<file path="src/rtl/mips_pkg.sv">
// Shared MIPS definitions: run-controller state encodings, drain default and the
// HALT opcode used by decode.
package mips_pkg;

    localparam logic [5:0] OP_HALT = 6'b111111;

    localparam int DRAIN_CYCLES_DEFAULT = 3;

    typedef logic [2:0] state_t;

    localparam state_t ST_IDLE  = 3'b000;
    localparam state_t ST_RUN   = 3'b001;
    localparam state_t ST_STEP  = 3'b010;
    localparam state_t ST_DRAIN = 3'b011;
    localparam state_t ST_DONE  = 3'b100;

endpackage

</file>
<file path="src/rtl/pipeline_run_controller_if.sv">
// Command/status bundle between the debug front end and pipeline_run_controller.
interface pipeline_run_controller_if
    import mips_pkg::*;
#(
    parameter int NB_COUNT = 32
);

    logic                i_start;
    logic                i_step;
    logic                i_abort;
    logic                i_clear;
    logic                i_halt_detected;
    logic                o_enable;
    state_t              o_state;
    logic                o_done;
    logic                o_timeout;
    logic [NB_COUNT-1:0] o_cycle_count;

    modport slave (
        input  i_start, i_step, i_abort, i_clear, i_halt_detected,
        output o_enable, o_state, o_done, o_timeout, o_cycle_count
    );

    modport master (
        output i_start, i_step, i_abort, i_clear, i_halt_detected,
        input  o_enable, o_state, o_done, o_timeout, o_cycle_count
    );

endinterface

</file>
<file path="src/rtl/pipeline_run_controller_counter.sv">
// Executed-cycle counter plus optional RUN/DRAIN watchdog
// (built only with PIPELINE_RUN_CTRL_TIMEOUT_EN).
module enable_cycle_counter #(
    parameter int NB_COUNT       = 32,
    parameter int TIMEOUT_CYCLES = 1000000
) (
    input  logic                i_clk,
    input  logic                i_reset,
    input  logic                i_enable,
    input  logic                i_clear,
    input  logic                i_run_active,
    output logic [NB_COUNT-1:0] o_cycle_count,
    output logic                o_expire
);

    always_ff @(posedge i_clk) begin
        if (i_reset || i_clear)
            o_cycle_count <= '0;
        else if (i_enable)
            o_cycle_count <= o_cycle_count + 1'b1;
    end

`ifdef PIPELINE_RUN_CTRL_TIMEOUT_EN
    localparam int WD_W = $clog2(TIMEOUT_CYCLES + 1);

    logic [WD_W-1:0] wd_cnt;

    // Leaving RUN/DRAIN (IDLE, STEP or DONE) restarts the consecutive count.
    always_ff @(posedge i_clk) begin
        if (i_reset || !i_run_active)
            wd_cnt <= '0;
        else
            wd_cnt <= wd_cnt + 1'b1;
    end

    assign o_expire = i_run_active && (wd_cnt == WD_W'(TIMEOUT_CYCLES - 1));
`else
    assign o_expire = i_run_active & 1'b0;
`endif

endmodule

</file>
<file path="src/rtl/pipeline_run_controller.sv">
// Run/step/drain sequencer driving the single stage enable of the 5-stage MIPS pipeline.
// Optional watchdog: PIPELINE_RUN_CTRL_TIMEOUT_EN.
module pipeline_run_controller
    import mips_pkg::*;
#(
    parameter int NB_COUNT       = 32,
    parameter int DRAIN_CYCLES   = DRAIN_CYCLES_DEFAULT,
    parameter int TIMEOUT_CYCLES = 1000000
) (
    input  logic                     i_clk,
    input  logic                     i_reset,
    pipeline_run_controller_if.slave bus
);

    if (DRAIN_CYCLES < 1 || DRAIN_CYCLES > 7) begin : g_bad_drain
        $error("DRAIN_CYCLES must be within 1..7");
    end

    state_t              state, state_n;
    logic                enable, enable_n;
    logic                halt_flag, halt_n;
    logic                timeout, timeout_n;
    logic [2:0]          drain_cnt, drain_n;
    logic                halt_take;
    logic                wd_expire;
    logic                clear_done;
    logic [NB_COUNT-1:0] cycle_count;

    assign halt_take  = enable && bus.i_halt_detected && !halt_flag;
    assign clear_done = (state == ST_DONE) && bus.i_clear;

    always_comb begin
        state_n   = state;
        enable_n  = 1'b0;
        halt_n    = halt_flag;
        drain_n   = drain_cnt;
        timeout_n = timeout;
        if (bus.i_abort && state != ST_IDLE && state != ST_DONE) begin
            state_n = ST_DONE;
        end else if (wd_expire) begin
            state_n   = ST_DONE;
            timeout_n = 1'b1;
        end else begin
            case (state)
                ST_IDLE: begin
                    if (bus.i_start) begin
                        state_n  = ST_RUN;
                        enable_n = 1'b1;
                    end else if (bus.i_step) begin
                        state_n  = ST_STEP;
                        enable_n = 1'b1;
                    end
                end
                ST_RUN: begin
                    enable_n = 1'b1;
                    if (halt_take) begin
                        halt_n  = 1'b1;
                        drain_n = 3'(DRAIN_CYCLES);
                        state_n = ST_DRAIN;
                    end
                end
                ST_DRAIN: begin
                    drain_n = drain_cnt - 3'd1;
                    if (drain_cnt == 3'd1) state_n = ST_DONE;
                    else                   enable_n = 1'b1;
                end
                ST_STEP: begin
                    // Once halted, each granted step spends one drain cycle.
                    if (enable && halt_flag) begin
                        drain_n = drain_cnt - 3'd1;
                    end else if (halt_take) begin
                        halt_n  = 1'b1;
                        drain_n = 3'(DRAIN_CYCLES);
                    end
                    if (enable && halt_flag && drain_cnt == 3'd1) begin
                        state_n = ST_DONE;
                    end else if (bus.i_start) begin
                        state_n  = halt_n ? ST_DRAIN : ST_RUN;
                        enable_n = 1'b1;
                    end else begin
                        enable_n = bus.i_step;
                    end
                end
                ST_DONE: begin
                    if (bus.i_clear) begin
                        state_n   = ST_IDLE;
                        halt_n    = 1'b0;
                        drain_n   = '0;
                        timeout_n = 1'b0;
                    end
                end
                default: state_n = ST_IDLE;
            endcase
        end
    end

    always_ff @(posedge i_clk) begin
        if (i_reset) begin
            state     <= ST_IDLE;
            enable    <= 1'b0;
            halt_flag <= 1'b0;
            drain_cnt <= '0;
            timeout   <= 1'b0;
        end else begin
            state     <= state_n;
            enable    <= enable_n;
            halt_flag <= halt_n;
            drain_cnt <= drain_n;
            timeout   <= timeout_n;
        end
    end

    enable_cycle_counter #(
        .NB_COUNT       (NB_COUNT),
        .TIMEOUT_CYCLES (TIMEOUT_CYCLES)
    ) u_counter (
        .i_clk         (i_clk),
        .i_reset       (i_reset),
        .i_enable      (enable),
        .i_clear       (clear_done),
        .i_run_active  ((state == ST_RUN) || (state == ST_DRAIN)),
        .o_cycle_count (cycle_count),
        .o_expire      (wd_expire)
    );

    assign bus.o_enable      = enable;
    assign bus.o_state       = state;
    assign bus.o_done        = (state == ST_DONE);
    assign bus.o_timeout     = timeout;
    assign bus.o_cycle_count = cycle_count;

endmodule
</file>
<file path="src/flat_wrapper.sv">
// flat-port wrapper written by rule: the top's interface ports become plain ports
module pipeline_run_controller_flat import mips_pkg::*;
#(
    parameter int NB_COUNT       = 32,
    parameter int DRAIN_CYCLES   = DRAIN_CYCLES_DEFAULT,
    parameter int TIMEOUT_CYCLES = 1000000
)
  (i_clk, i_reset, bus_i_start, bus_i_step, bus_i_abort, bus_i_clear, bus_i_halt_detected, bus_o_enable, bus_o_state, bus_o_done, bus_o_timeout, bus_o_cycle_count);
  pipeline_run_controller_if #(.NB_COUNT(NB_COUNT)) bus_i ();
  input  logic i_clk;
  input  logic i_reset;
  input wire logic [$bits(bus_i.i_start)-1:0] bus_i_start;
  input wire logic [$bits(bus_i.i_step)-1:0] bus_i_step;
  input wire logic [$bits(bus_i.i_abort)-1:0] bus_i_abort;
  input wire logic [$bits(bus_i.i_clear)-1:0] bus_i_clear;
  input wire logic [$bits(bus_i.i_halt_detected)-1:0] bus_i_halt_detected;
  output wire logic [$bits(bus_i.o_enable)-1:0] bus_o_enable;
  output wire logic [$bits(bus_i.o_state)-1:0] bus_o_state;
  output wire logic [$bits(bus_i.o_done)-1:0] bus_o_done;
  output wire logic [$bits(bus_i.o_timeout)-1:0] bus_o_timeout;
  output wire logic [$bits(bus_i.o_cycle_count)-1:0] bus_o_cycle_count;
  assign bus_i.i_start = bus_i_start;
  assign bus_i.i_step = bus_i_step;
  assign bus_i.i_abort = bus_i_abort;
  assign bus_i.i_clear = bus_i_clear;
  assign bus_i.i_halt_detected = bus_i_halt_detected;
  assign bus_o_enable = bus_i.o_enable;
  assign bus_o_state = bus_i.o_state;
  assign bus_o_done = bus_i.o_done;
  assign bus_o_timeout = bus_i.o_timeout;
  assign bus_o_cycle_count = bus_i.o_cycle_count;
  pipeline_run_controller #(.NB_COUNT(NB_COUNT), .DRAIN_CYCLES(DRAIN_CYCLES), .TIMEOUT_CYCLES(TIMEOUT_CYCLES)) u_core (.i_clk(i_clk), .i_reset(i_reset), .bus(bus_i));
endmodule
</file>
<file path="config.mk">
export PLATFORM = sky130hd
export DESIGN_NAME = pipeline_run_controller_flat
export DESIGN_NICKNAME = d
export VERILOG_FILES = /design/src/rtl/mips_pkg.sv /design/src/rtl/pipeline_run_controller_if.sv /design/src/rtl/pipeline_run_controller_counter.sv /design/src/rtl/pipeline_run_controller.sv /design/src/flat_wrapper.sv
export SDC_FILE = /design/constraint.sdc
export NUM_CORES = 1
export LEC_CHECK = 0
export ABC_AREA = 1
export CAP_MARGIN = 25
export CORE_MARGIN = 3
export CORE_UTILIZATION = 25
export DETAILED_ROUTE_END_ITERATION = 16
export GPL_TIMING_DRIVEN = 0
export SETUP_SLACK_MARGIN = 0.4
export SLEW_MARGIN = 20
export SYNTH_ARGS = -nofsm -noshare
export SYNTH_HDL_FRONTEND = slang
export SYNTH_SLANG_ARGS = --single-unit
export TNS_END_PERCENT = 5
</file>
<file path="constraint.sdc">
create_clock -name i_clk -period 1.6 [get_ports i_clk]
set_input_delay 0.16 -clock i_clk [delete_from_list [all_inputs] [get_ports i_clk]]
set_output_delay 0.16 -clock i_clk [all_outputs]
set_load 0.01 [all_outputs]
</file>
* Word level (Yosys, flattened, before mapping) *
Index checks and enable logic that the tools add are counted.

word-level totals
  register bits after elaboration = 40
  input bits = 7
  output and inout port bits = 38
  logic and storage cells = 68

cells by class
  $add $sub $neg = 2
  eq/ne operators = 16
  muxes and demuxes = 25
  bitwise operators = 1
  reduce and logical (&&, ||, !) cells = 18

operators with widths
  operator               number
  $add 32x1->32 const B  1
  $mux 3                 10
  $pmux 3 s5             1
  $pmux 3 s4             1
  $mux 1                 10
  $reduce_and 5->1       2
  $logic_and 1x1->1      7
  $eq 3x1->1 const B     2
  $eq 3x2->1 const B     2
  $ne 3x1->1 const B     2
  $ne 3x2->1 const B     2
  $ne 3x3->1 const B     2
  $reduce_and 3->1       2
  $reduce_bool 3->1      2
  $ne 2x1->1 const B     2
  $ne 4x2->1 const B     1
  $ne 4x3->1 const B     1
  $pmux 1 s4             1
  $reduce_bool 4->1      1
  $eq 3x3->1 const B     1
  $logic_not 3->1        1
  $pmux 1 s3             1
  $sub 3x1->3 const B    1
  $mux 2                 1
  other kinds (5)        5

* Longest topological paths before layout *
Gate-level depths: netlist (run 1).

  word-level depth = 11
  gate-level depth with buffers = 10
  gate-level depth less buffers = 10

* Cells and area by module *
Synthesis (run 1) repeated with hierarchy kept, for this count alone.

unflattened totals
  cell total of the unflattened synthesis = 408
  area total of the unflattened synthesis = 2546.2 um2

by module, submodules not included
  module                   instances  cells each  area an instance (um2)  sequential area each (um2)
  enable_cycle_counter     1          278         1809.2                  640.6
  pipeline_run_controller  1          130         737.0                   180.2

* Least setup slack after synthesis (run 1) *
OpenSTA, ideal clock, no wires.

  path type = register to register
  from = reg u_core.u_counter.o_cycle_count[1]
  to = reg u_core.u_counter.o_cycle_count[16]
  setup time = 0.118 ns
  arrival time = 1.374 ns
  required time = 1.482 ns
  path slack = 0.108 ns
  stages on the path, launching flop included = 8
  clock period less this slack = 1.492 ns
  cells stage by stage = dfxtp_1 ha_1 nand3_2 nor2_4 nand3_2 nor2_2 xor2_1 nor2_1

between the ends
  longest elaborated chain between the ends = 1

RTL lines
  item                      RTL line                               RTL
  start: declaration        pipeline_run_controller_counter.sv:12  output logic [NB_COUNT-1:0] o_cycle_count,
  start signal: assignment  pipeline_run_controller_counter.sv:20  o_cycle_count <= o_cycle_count + 1'b1;
  $add 32x1->32             pipeline_run_controller_counter.sv:20

Every way passes these cells.
A chain may end at the register's enable or synchronous reset.

* Worst setup path after layout (run 1) *
  from = reg u_core.u_counter.o_cycle_count[1]
  to = out bus_o_cycle_count[1]

RTL lines
  item              RTL line            RTL
  end: declaration  flat_wrapper.sv:21  output wire logic [$bits(bus_i.o_cycle_count)-1:0] bus_o_cycle_count;

No word-level cell between the ends.

==> metrics.yaml, run 1 <==
status: "completed"
power_density_mw_per_mm2: 936
die_x_um: 104
hold_viol: 0
p_int_mw: 2.01
synthCells: 357
pin_count: 45
hold_depth: 2
root_buffer: "clkbuf_8"
fillers: 1001
tns_ns: 0
overflow: 0
grt_max_degree: 13
yosysSeqAreaShare_pct: 33.4
dominantRegCellSynth: "dfxtp_1"
worstHoldStart: "u_core.u_counter.o_cycle_count[7]"
cap_violations: 0
setup_ws_ns: 0.114
utilization_pct: 36.5
cts_buffers: 5
grt_pass1_vias: 2308
cts.path.max_buffers: 2
syn-num-nets: 367
clock_latency_ns: 0.30
combPwrFrac_pct: 35.6
post-synth-top-count-cell: "nand2_1"
hpwlAfterDp_um: 5090
hp-class: "flip-flop to flip-flop"
critPathMaxStageDelay_ns: 0.53
core_sq_mm: 0.00928
rows: 35
die_h_um: 104
synthTopCellsByArea: "dfxtp_1 33%, nand2_1 13%, nor2_1 8.9%"
track_usage_pct: 12.3
netlist.area_leader.share_pct: 33.4
placed_area_sq_mm: 0.00301
critPathKind: "flip-flop to primary output"
hold_buffers: 0
io_buffers: 43
wl_um: 6770
path_max_fanout: 5
n_antenna_cell: 0
clkSlewWorstSetupHoldPaths_ns: 0.09
synth.distinct_cells: 35
vias: 2505
path_cells: "buf_4 -> clkdlybuf4s50_1"
reg2regPathDepth: 8
p_leak_nw: 1.31
required_ns: 1.44
cts_tree: "done"
netlist_area_sq_mm: 0.00239
p_seq_share_pct: 38.3
drtIter0Drc: 85
fin_nets: 434
ys_ff_latch: 40
whs_endpoint: "u_core.u_counter.o_cycle_count[7]"
rsz0062_at_grt: "true"
drt-wirelength-per-cell_um: 12.2
cts_sinks: 40
drive_gt1_share_pct: 26.4
area_delta_synth_final_pct: 41.6
maxSlewViolCount: 0
p_sw_mw: 1.16
clkPwrFrac_pct: 26.1
dr.pass1.iters: 4
switching_share_pct: 36.6
setup_viol: 0
die_area_sq_mm: 0.0108
final_area_sq_mm: 0.00339
ys_top_cells_by_count: "83 x nand2_1, 57 x nor2_1, 40 x dfxtp_1"
finClkSkew_ns: 0.0130
synthArstFlopShare_pct: 0
cp.arrival_ns: 1.33
ant_nets: 0
syn_avg_cell_area_sq_um: 6.71
drc: 0
yosys_warnings: 0
viasPerCell: 4.52
grt_pass1_wl_um: 11100
crit_slowest_cell: "clkdlybuf4s50_1"
antenna_found_initial: 0
htree_levels: 2
period_minus_slack_ns: 1.49
endpoint_kind: "primary output"
timing.rr.start: "u_core.u_counter.o_cycle_count[0]"
r2r-end: "u_core.u_counter.o_cycle_count[24]"
place_ws_ns: 0.0513
fmax_ghz: 0.673
initial_core_util_pct: 25.8
place_congestion: 0.899
worst-path-buf-inv: 2
ir_worst_vdd_mv: 0.754
finalCritPeriodShare_pct: 92.9
timing.critical_path.from_type: "flip-flop"
r2r_setup_slack_ns: 0.12
synth_edf_count: 0
yosysTopAreaCell: "dfxtp_1"
cp_top_family: "buffers and inverters"
area by class of cell:
class	instances	area, sq um	share of cell area [%]
clock inverters	2	35.0	1.03
repair buffers	60	553	16.3
flip-flops and latches	40	847	25.0
plain buffers	4	31.3	0.922
well taps	129	161	4.76
multi-input cells	267	1520	44.8
clock buffers	6	72.6	2.14
inverters	46	173	5.09
flip-flops by register name, summed over array words and instances (netlist names):
signal and count:
u_core.drain_cnt 3, u_core.bus.o_enable 1, u_core.bus.o_state 3, u_core.u_counter.o_cycle_count 32
u_core.halt_flag 1
power groups by stage:
stage,sequential [mW],clock (mW),combinational (mW)
after detailed placement,1.22,0,1.05
after CTS,1.21,0.867,1.06
after global placement,1.22,0,1.03
after floorplan,1.23,0,0.725
final,1.22,0.830,1.13
after global routing,1.23,0.914,1.29
routing by layer:
layer / vias up / global-route usage [%] / wire length [um]
li1: 1291 / - / -
met2: 58 / 21.9 / 3420
met4: 0 / 2.56 / 12
met1: 1154 / 15.0 / 3000
met5: - / 0 / 0
met3: 2 / 3.10 / 344
cells in the final DEF (no fill, tap or decap), types with 4 or more instances in the layout:
| cell type | synthesis | routed |
|---|---|---|
| inv_1 | 39 | 37 |
| dfxtp_4 | 0 | 6 |
| buf_4 | 2 | 18 |
| nor3_1 | 10 | 8 |
| a21oi_1 | 20 | 19 |
| nand3_4 | 1 | 5 |
| nand3_1 | 24 | 22 |
| nor2_1 | 57 | 50 |
| nand2_1 | 83 | 79 |
| nand2_2 | 2 | 5 |
| xor2_1 | 4 | 4 |
| dfxtp_1 | 40 | 15 |
| inv_2 | 7 | 9 |
| nand3_2 | 8 | 6 |
| nor2_4 | 7 | 13 |
| dfxtp_2 | 0 | 19 |
| clkdlybuf4s50_1 | 0 | 39 |
| nand4_1 | 12 | 12 |
| nor2_2 | 8 | 9 |
| clkbuf_8 | 0 | 5 |
| o21ai_0 | 9 | 8 |
worst register-to-register path, cell delays in order, from the launching register on:
cell and delay [ns]:
dfxtp_4 0.39, ha_4 0.15, nand3_4 0.09, nor2_4 0.23, nand4_4 0.17, nor2_4 0.19, nand3_2 0.07, nand2_1 0.06
nor2_1 0.04
logic make-up (layout without fill, tap and decap cells):
logic type	after synthesis	after routing	share of synthesized area, %
AND/OR/NAND/NOR	218	218	44.8
buffers and inverters	50	118	8.52
AO/OA/AOI/OAI	40	40	9.72
flip-flops	40	40	33.4
XOR/XNOR	5	5	1.83
adder cells (fa/ha/maj)	3	3	1.57
other	1	1	0.157
through the flow:
stage / hold slack, ns / cells / total power [mW]
2_1_floorplan: 0.229 / 357 / 1.95
3_3_place_gp: 0.471 / 529 / 2.25
3_5_place_dp: 0.479 / 529 / 2.27
4_1_cts: 0.490 / 540 / 3.13
5_1_grt: 0.508 / 554 / 3.44
6_report: 0.493 / 554 / 3.18
timing repair:
action | CTS | global route
setup buffers | 3 | 14
endpoints found under the setup margin | 77 | 76
gates cloned | 0 | 0
pin swaps | 3 | 14
resized for setup | 18 | 45
worst max path at each step:
stage / slack [ns] / cells after the start / end / startpoint
after floorplan: 0.23 / 7 / u_core.u_counter.o_cycle_count[16] / u_core.u_counter.o_cycle_count[0]
after global placement: 0.05 / 7 / u_core.u_counter.o_cycle_count[31] / i_reset
after detailed placement: 0.05 / 7 / u_core.u_counter.o_cycle_count[29] / bus_i_clear
after CTS: 0.13 / 1 / bus_o_cycle_count[12] / u_core.u_counter.o_cycle_count[12]
after global routing: 0.05 / 8 / u_core.u_counter.o_cycle_count[24] / u_core.u_counter.o_cycle_count[1]
final: 0.11 / 2 / bus_o_cycle_count[1] / u_core.u_counter.o_cycle_count[1]
Note: power is estimated with default switching activity, not from simulation.
==> inputs of run 2 (changes only) <==
Clock period 1.6 ns to 1.8 ns, I/O delays scaled along.
==> metrics.yaml, run 2 (synthesized netlist as in run 1, its figures left out) <==
setup_ws_ns: 0.329  # was 0.114 ns
utilization_pct: 35.6  # was 36.5%
drt-wirelength-per-cell_um: 12.1  # was 12.2 um
drive_gt1_share_pct: 23.3  # was 26.4%
place_congestion: 0.927  # was 0.899
die_h_um: 104  # unchanged
core_sq_mm: 0.00928  # unchanged
required_ns: 1.62  # was 1.44 ns
vias: 2470  # was 2,505
layout_commonest_cell: "nand2_1"  # unchanged
place_ws_ns: 0.242  # was 0.0513 ns
dp_cells: 529  # unchanged
hpwlAfterDp_um: 5030  # was 5090 um
critical_path.endpoint: "bus_o_cycle_count[22]"  # was bus_o_cycle_count[1]
setup_viol: 0  # unchanged
crit_start: "u_core.u_counter.o_cycle_count[22]"  # was u_core.u_counter.o_cycle_count[1]
cts.path.max_buffers: 2  # unchanged
overflow: 0  # unchanged
critPathKind: "flip-flop to primary output"  # unchanged
antenna_found_initial: 0  # unchanged
status: "completed"  # unchanged
finalCritPeriodShare_pct: 81.7
final_area_sq_mm: 0.00331  # was 0.00339 sq mm
tns_ns: 0  # unchanged
hp-class: "flip-flop to flip-flop"  # unchanged
ir_worst_vdd_mv: 0.649  # was 0.754 mV
maxSlewViolCount: 0  # unchanged
largest_register_ff_count: 32  # unchanged
grt_max_degree: 15  # was 13
n_antenna_cell: 0  # unchanged
timing.critical_path.from_type: "flip-flop"  # unchanged
rsz0062_at_grt: "true"  # unchanged
r2r-end: "u_core.u_counter.o_cycle_count[24]"  # unchanged
viasPerCell: 4.53  # was 4.52
critPathMaxStageDelay_ns: 0.57  # was 0.53 ns
io_buffers: 43  # unchanged
dr.pass1.iters: 5  # was 4
finClkSkew_ns: 0.0164  # was 0.0130 ns
die_x_um: 104  # unchanged
fin_nets: 425  # was 434
r2r_setup_slack_ns: 0.35  # was 0.12 ns
endpoint_kind: "primary output"  # unchanged
ant_nets: 0  # unchanged
cap_violations: 0  # unchanged
hold_buffers: 0  # unchanged
period_minus_slack_ns: 1.47
hold_ws_ns: 0.479  # was 0.493 ns
most-common-layout-cells: "80 x nand2_1, 48 x nor2_1, 38 x inv_1, 38 x clkdlybuf4s50_1, 22 x nand3_1"  # was 79 x nand2_1, 50 x nor2_1, 39 x clkdlybuf4s50_1
timing.rr.start: "u_core.u_counter.o_cycle_count[0]"  # unchanged
initial_core_util_pct: 25.8  # unchanged
p_leak_nw: 1.26  # was 1.31 nW
hold_viol: 0  # unchanged
path_max_fanout: 5  # unchanged
grt_pass1_vias: 2387  # was 2,308
cp_top_family: "buffers and inverters"  # unchanged
top_register: "u_core.u_counter.o_cycle_count"  # unchanged
wl_um: 6570  # was 6770 um
rows: 35  # unchanged
crit_slowest_cell: "clkdlybuf4s50_1"  # unchanged
track_usage_pct: 12.1  # was 12.3%
reg2regPathDepth: 8  # unchanged
die_area_sq_mm: 0.0108  # unchanged
path_cells: "clkdlybuf4s50_1"  # was buf_4 -> clkdlybuf4s50_1
placed_area_sq_mm: 0.00301  # about the same
pin_count: 45  # unchanged
clock_latency_ns: 0.30  # about the same
drc: 0  # unchanged
htree_levels: 2  # unchanged
cts_buffers: 5  # unchanged
cp.depth: 1  # was 2
power_density_mw_per_mm2: 866  # was 936 mW/mm^2
fmax_ghz: 0.680
area_delta_synth_final_pct: 38.0  # was 41.6%
drtIter0Drc: 102  # was 85
clkSlewWorstSetupHoldPaths_ns: 0.10  # was 0.09 ns
root_buffer: "clkbuf_8"  # unchanged
cp.arrival_ns: 1.29  # was 1.33 ns
grt_pass1_wl_um: 11000  # was 11,100 um
total_power_mw: 2.86  # was 3.18 mW
cts_tree: "done"  # unchanged
fin_cells: 545  # was 554
cts_sinks: 40  # unchanged
worst-path-buf-inv: 1  # was 2
==> run 2: what timing repair did <==
| item | CTS | global route |
|---|---|---|
| resized for setup | 16 | 37 |
| endpoints found under the setup margin | 62 | 71 |
| cloned | 0 | 0 |
| pin swaps | 1 | 9 |
| setup buffers | 0 | 8 |
| hold endpoints to repair | 0 | 0 |
==> run 2: area by class of cell <==
class | instances | area, sq um
plain buffers | 4 | 31.3
clock buffers | 5 | 68.8
multi-input cells | 267 | 1510
repair buffers | 51 | 484
fillers | 1022 | 5980
flip-flops and latches | 40 | 833
well taps | 129 | 161
clock inverters | 3 | 46.3
inverters | 46 | 173
==> run 2: how the worst min path moves through the flow <==
stage | start | endpoint | slack (ns) | depth (start not counted)
floorplan | i_reset | u_core.bus.o_state[2] | 0.25 | 1
global placement | u_core.u_counter.o_cycle_count[0] | u_core.u_counter.o_cycle_count[0] | 0.47 | 1
detailed placement | u_core.u_counter.o_cycle_count[0] | u_core.u_counter.o_cycle_count[0] | 0.48 | 1
CTS | u_core.u_counter.o_cycle_count[0] | u_core.u_counter.o_cycle_count[0] | 0.49 | 1
global route | u_core.u_counter.o_cycle_count[0] | u_core.u_counter.o_cycle_count[0] | 0.50 | 1
finish | u_core.u_counter.o_cycle_count[0] | u_core.u_counter.o_cycle_count[0] | 0.48 | 1
==> run 2: power by group <==
group	leakage (nW)	switching [mW]	internal (mW)
Combinational	0.874	0.616	0.404
Clock	0.0548	0.356	0.418
Sequential	0.334	0.101	0.968
Total	1.26	1.07	1.79
==> run 2: routing by layer <==
| metal | global-route usage [%] | vias to the layer above | wire length, um |
|---|---|---|---|
| li1 | - | 1276 | - |
| met1 | 14.8 | 1122 | 2900 |
| met2 | 21.2 | 68 | 3230 |
| met3 | 3.35 | 4 | 414 |
| met4 | 2.66 | 0 | 27 |
| met5 | 0 | - | 0 |
==> inputs of run 3 (changes only) <==
Clock period 1.8 ns to 1.4 ns, I/O delays scaled along.
==> metrics.yaml, run 3 (synthesized netlist as in run 1, its figures left out) <==
wl_um: 7160  # was 6570 um
layout_commonest_cell: "nand2_1"  # unchanged
finClkSkew_ns: 0.0143  # was 0.0164 ns
drt-wirelength-per-cell_um: 12.9  # was 12.1 um
finalCritPeriodShare_pct: 103
htree_levels: 2  # unchanged
setup_viol: 5  # was 0
place_ws_ns: -0.128  # was 0.242 ns
most-common-layout-cells: "64 x nand2_1, 44 x nor2_1, 37 x inv_1"  # was 80 x nand2_1, 48 x nor2_1, 38 x inv_1, 38 x clkdlybuf4s50_1, 22 x nand3_1
power_density_mw_per_mm2: 1080  # was 866 mW/mm^2
r2r-end: "u_core.u_counter.o_cycle_count[24]"  # unchanged
clkSlewWorstSetupHoldPaths_ns: 0.08  # was 0.10 ns
worstHoldStart: "i_reset"  # was u_core.u_counter.o_cycle_count[0]
antenna_found_initial: 0  # unchanged
place_congestion: 0.819  # was 0.927
required_ns: 1.59  # was 1.62 ns
pin_count: 45  # unchanged
grt_pass1_wl_um: 11500  # was 11,000 um
violations: "negative setup slack"
fillers: 1005  # was 1,022
whs_endpoint: "u_core.halt_flag"  # was u_core.u_counter.o_cycle_count[0]
grt_max_degree: 13  # was 15
status: "finished with violations"  # was completed
io_buffers: 43  # unchanged
vias: 2572  # was 2,470
period_minus_slack_ns: 1.44
track_usage_pct: 13.0  # was 12.1%
cts_buffers: 5  # unchanged
fmax_ghz: 0.694
hpwlAfterDp_um: 5090  # was 5030 um
reg2regPathDepth: 9  # was 8
cp.arrival_ns: 1.63  # was 1.29 ns
cts_tree: "done"  # unchanged
die_area_sq_mm: 0.0108  # unchanged
area_delta_synth_final_pct: 46.3  # was 38.0%
timing.critical_path.from_type: "flip-flop"  # unchanged
cap_violations: 0  # unchanged
path_max_fanout: 5  # unchanged
setup_ws_ns: -0.0399  # was 0.329 ns
timing.rr.start: "u_core.u_counter.o_cycle_count[1]"  # was u_core.u_counter.o_cycle_count[0]
hold_depth: 2  # was 1
drtIter0Drc: 155  # was 102
grt_pass1_vias: 2406  # was 2,387
dp_cells: 529  # unchanged
top_register: "u_core.u_counter.o_cycle_count"  # unchanged
p_leak_nw: 1.43  # was 1.26 nW
fin_nets: 434  # was 425
r2r_setup_slack_ns: -0.04  # was 0.35 ns
maxSlewViolCount: 0  # unchanged
core_sq_mm: 0.00928  # unchanged
initial_core_util_pct: 25.8  # unchanged
fin_cells: 554  # was 545
hp-class: "input pin to flip-flop"  # was flip-flop to flip-flop
drive_gt1_share_pct: 43.8  # was 23.3%
viasPerCell: 4.64  # was 4.53
overflow: 0  # unchanged
tns_ns: -0.102  # was 0 ns
clock_latency_ns: 0.30  # about the same
rsz0062_at_grt: "true"  # unchanged
cts.path.max_buffers: 2  # unchanged
largest_register_ff_count: 32  # unchanged
critPathKind: "flip-flop to flip-flop"  # was flip-flop to primary output
rows: 35  # unchanged
hold_viol: 0  # unchanged
utilization_pct: 37.7  # was 35.6%
root_buffer: "clkbuf_8"  # unchanged
die_h_um: 104  # unchanged
endpoint_kind: "flip-flop"  # was primary output
die_x_um: 104  # unchanged
ir_worst_vdd_mv: 0.460  # was 0.649 mV
cts_sinks: 40  # unchanged
ant_nets: 0  # unchanged
drc: 0  # unchanged
n_antenna_cell: 0  # unchanged
dr.pass1.iters: 4  # was 5
run 3: worst max path at each step:
stage               slack [ns]                                from                                 end  cells past startpoint
floorplan                 0.04   u_core.u_counter.o_cycle_count[0]  u_core.u_counter.o_cycle_count[16]                      7
global placement         -0.12                 u_core.bus.o_enable  u_core.u_counter.o_cycle_count[27]                      7
detailed placement       -0.13                         bus_i_clear  u_core.u_counter.o_cycle_count[23]                      7
finish                   -0.04   u_core.u_counter.o_cycle_count[1]  u_core.u_counter.o_cycle_count[24]                      9
global route             -0.15   u_core.u_counter.o_cycle_count[1]  u_core.u_counter.o_cycle_count[24]                      9
CTS                     -0.002  u_core.u_counter.o_cycle_count[16]               bus_o_cycle_count[16]                      1
run 3: layer usage:
| metal | up-vias | part of all wire (%) | GRT usage [%] |
|---|---|---|---|
| met3 | 13 | 5.1 | 2.55 |
| met5 | - | 0 | 0 |
| met2 | 67 | 47 | 20.0 |
| met1 | 1200 | 45 | 17.5 |
| li1 | 1292 | - | - |
| met4 | 0 | 2.5 | 6.27 |
run 3: layout make-up:
type	count	area (sq um)	share of cell area [%]
multi-input cells	267	1670	47.7
flip-flops and latches	40	910	26.0
repair buffers	60	445	12.7
inverters	46	193	5.50
well taps	129	161	4.61
clock buffers	7	76.3	2.18
plain buffers	4	41.3	1.18
clock inverters	1	5.00	0.143
run 3: what timing repair did:
item / 4_1_cts / 5_1_grt
resized for setup: 204 / 69
pin swaps: 25 / 26
endpoints found under the hold margin: 0 / 0
hold buffers: 0 / 0
setup buffers: 8 / 9
endpoints found under the setup margin: 77 / 59
run 3: report_power, final:
| group | internal, mW | switching (mW) |
|---|---|---|
| clock | 0.350 | 0.395 |
| sequential | 1.24 | 0.175 |
| combinational | 0.657 | 0.955 |
run 3: through the flow:
| stage | power (mW) | cell area (sq um) | hold WS, ns |
|---|---|---|---|
| 2_1_floorplan | 2.24 | 2430 | 0.209 |
| 3_3_place_gp | 2.59 | 3020 | 0.473 |
| 3_5_place_dp | 2.62 | 3020 | 0.479 |
| 4_1_cts | 3.58 | 3290 | 0.462 |
| 5_1_grt | 4.06 | 3500 | 0.499 |
| 6_report | 3.77 | 3500 | 0.484 |
run 3: critical path, stage by stage, from the launching register on:
cell and delay (ns):
dfxtp_4 0.39, ha_4 0.16, nand3_4 0.08, nor2_4 0.15
buf_12 0.13, nand4_4 0.11, nor2_4 0.16, nand3_2 0.07
nand2_1 0.06, nor2_1 0.03
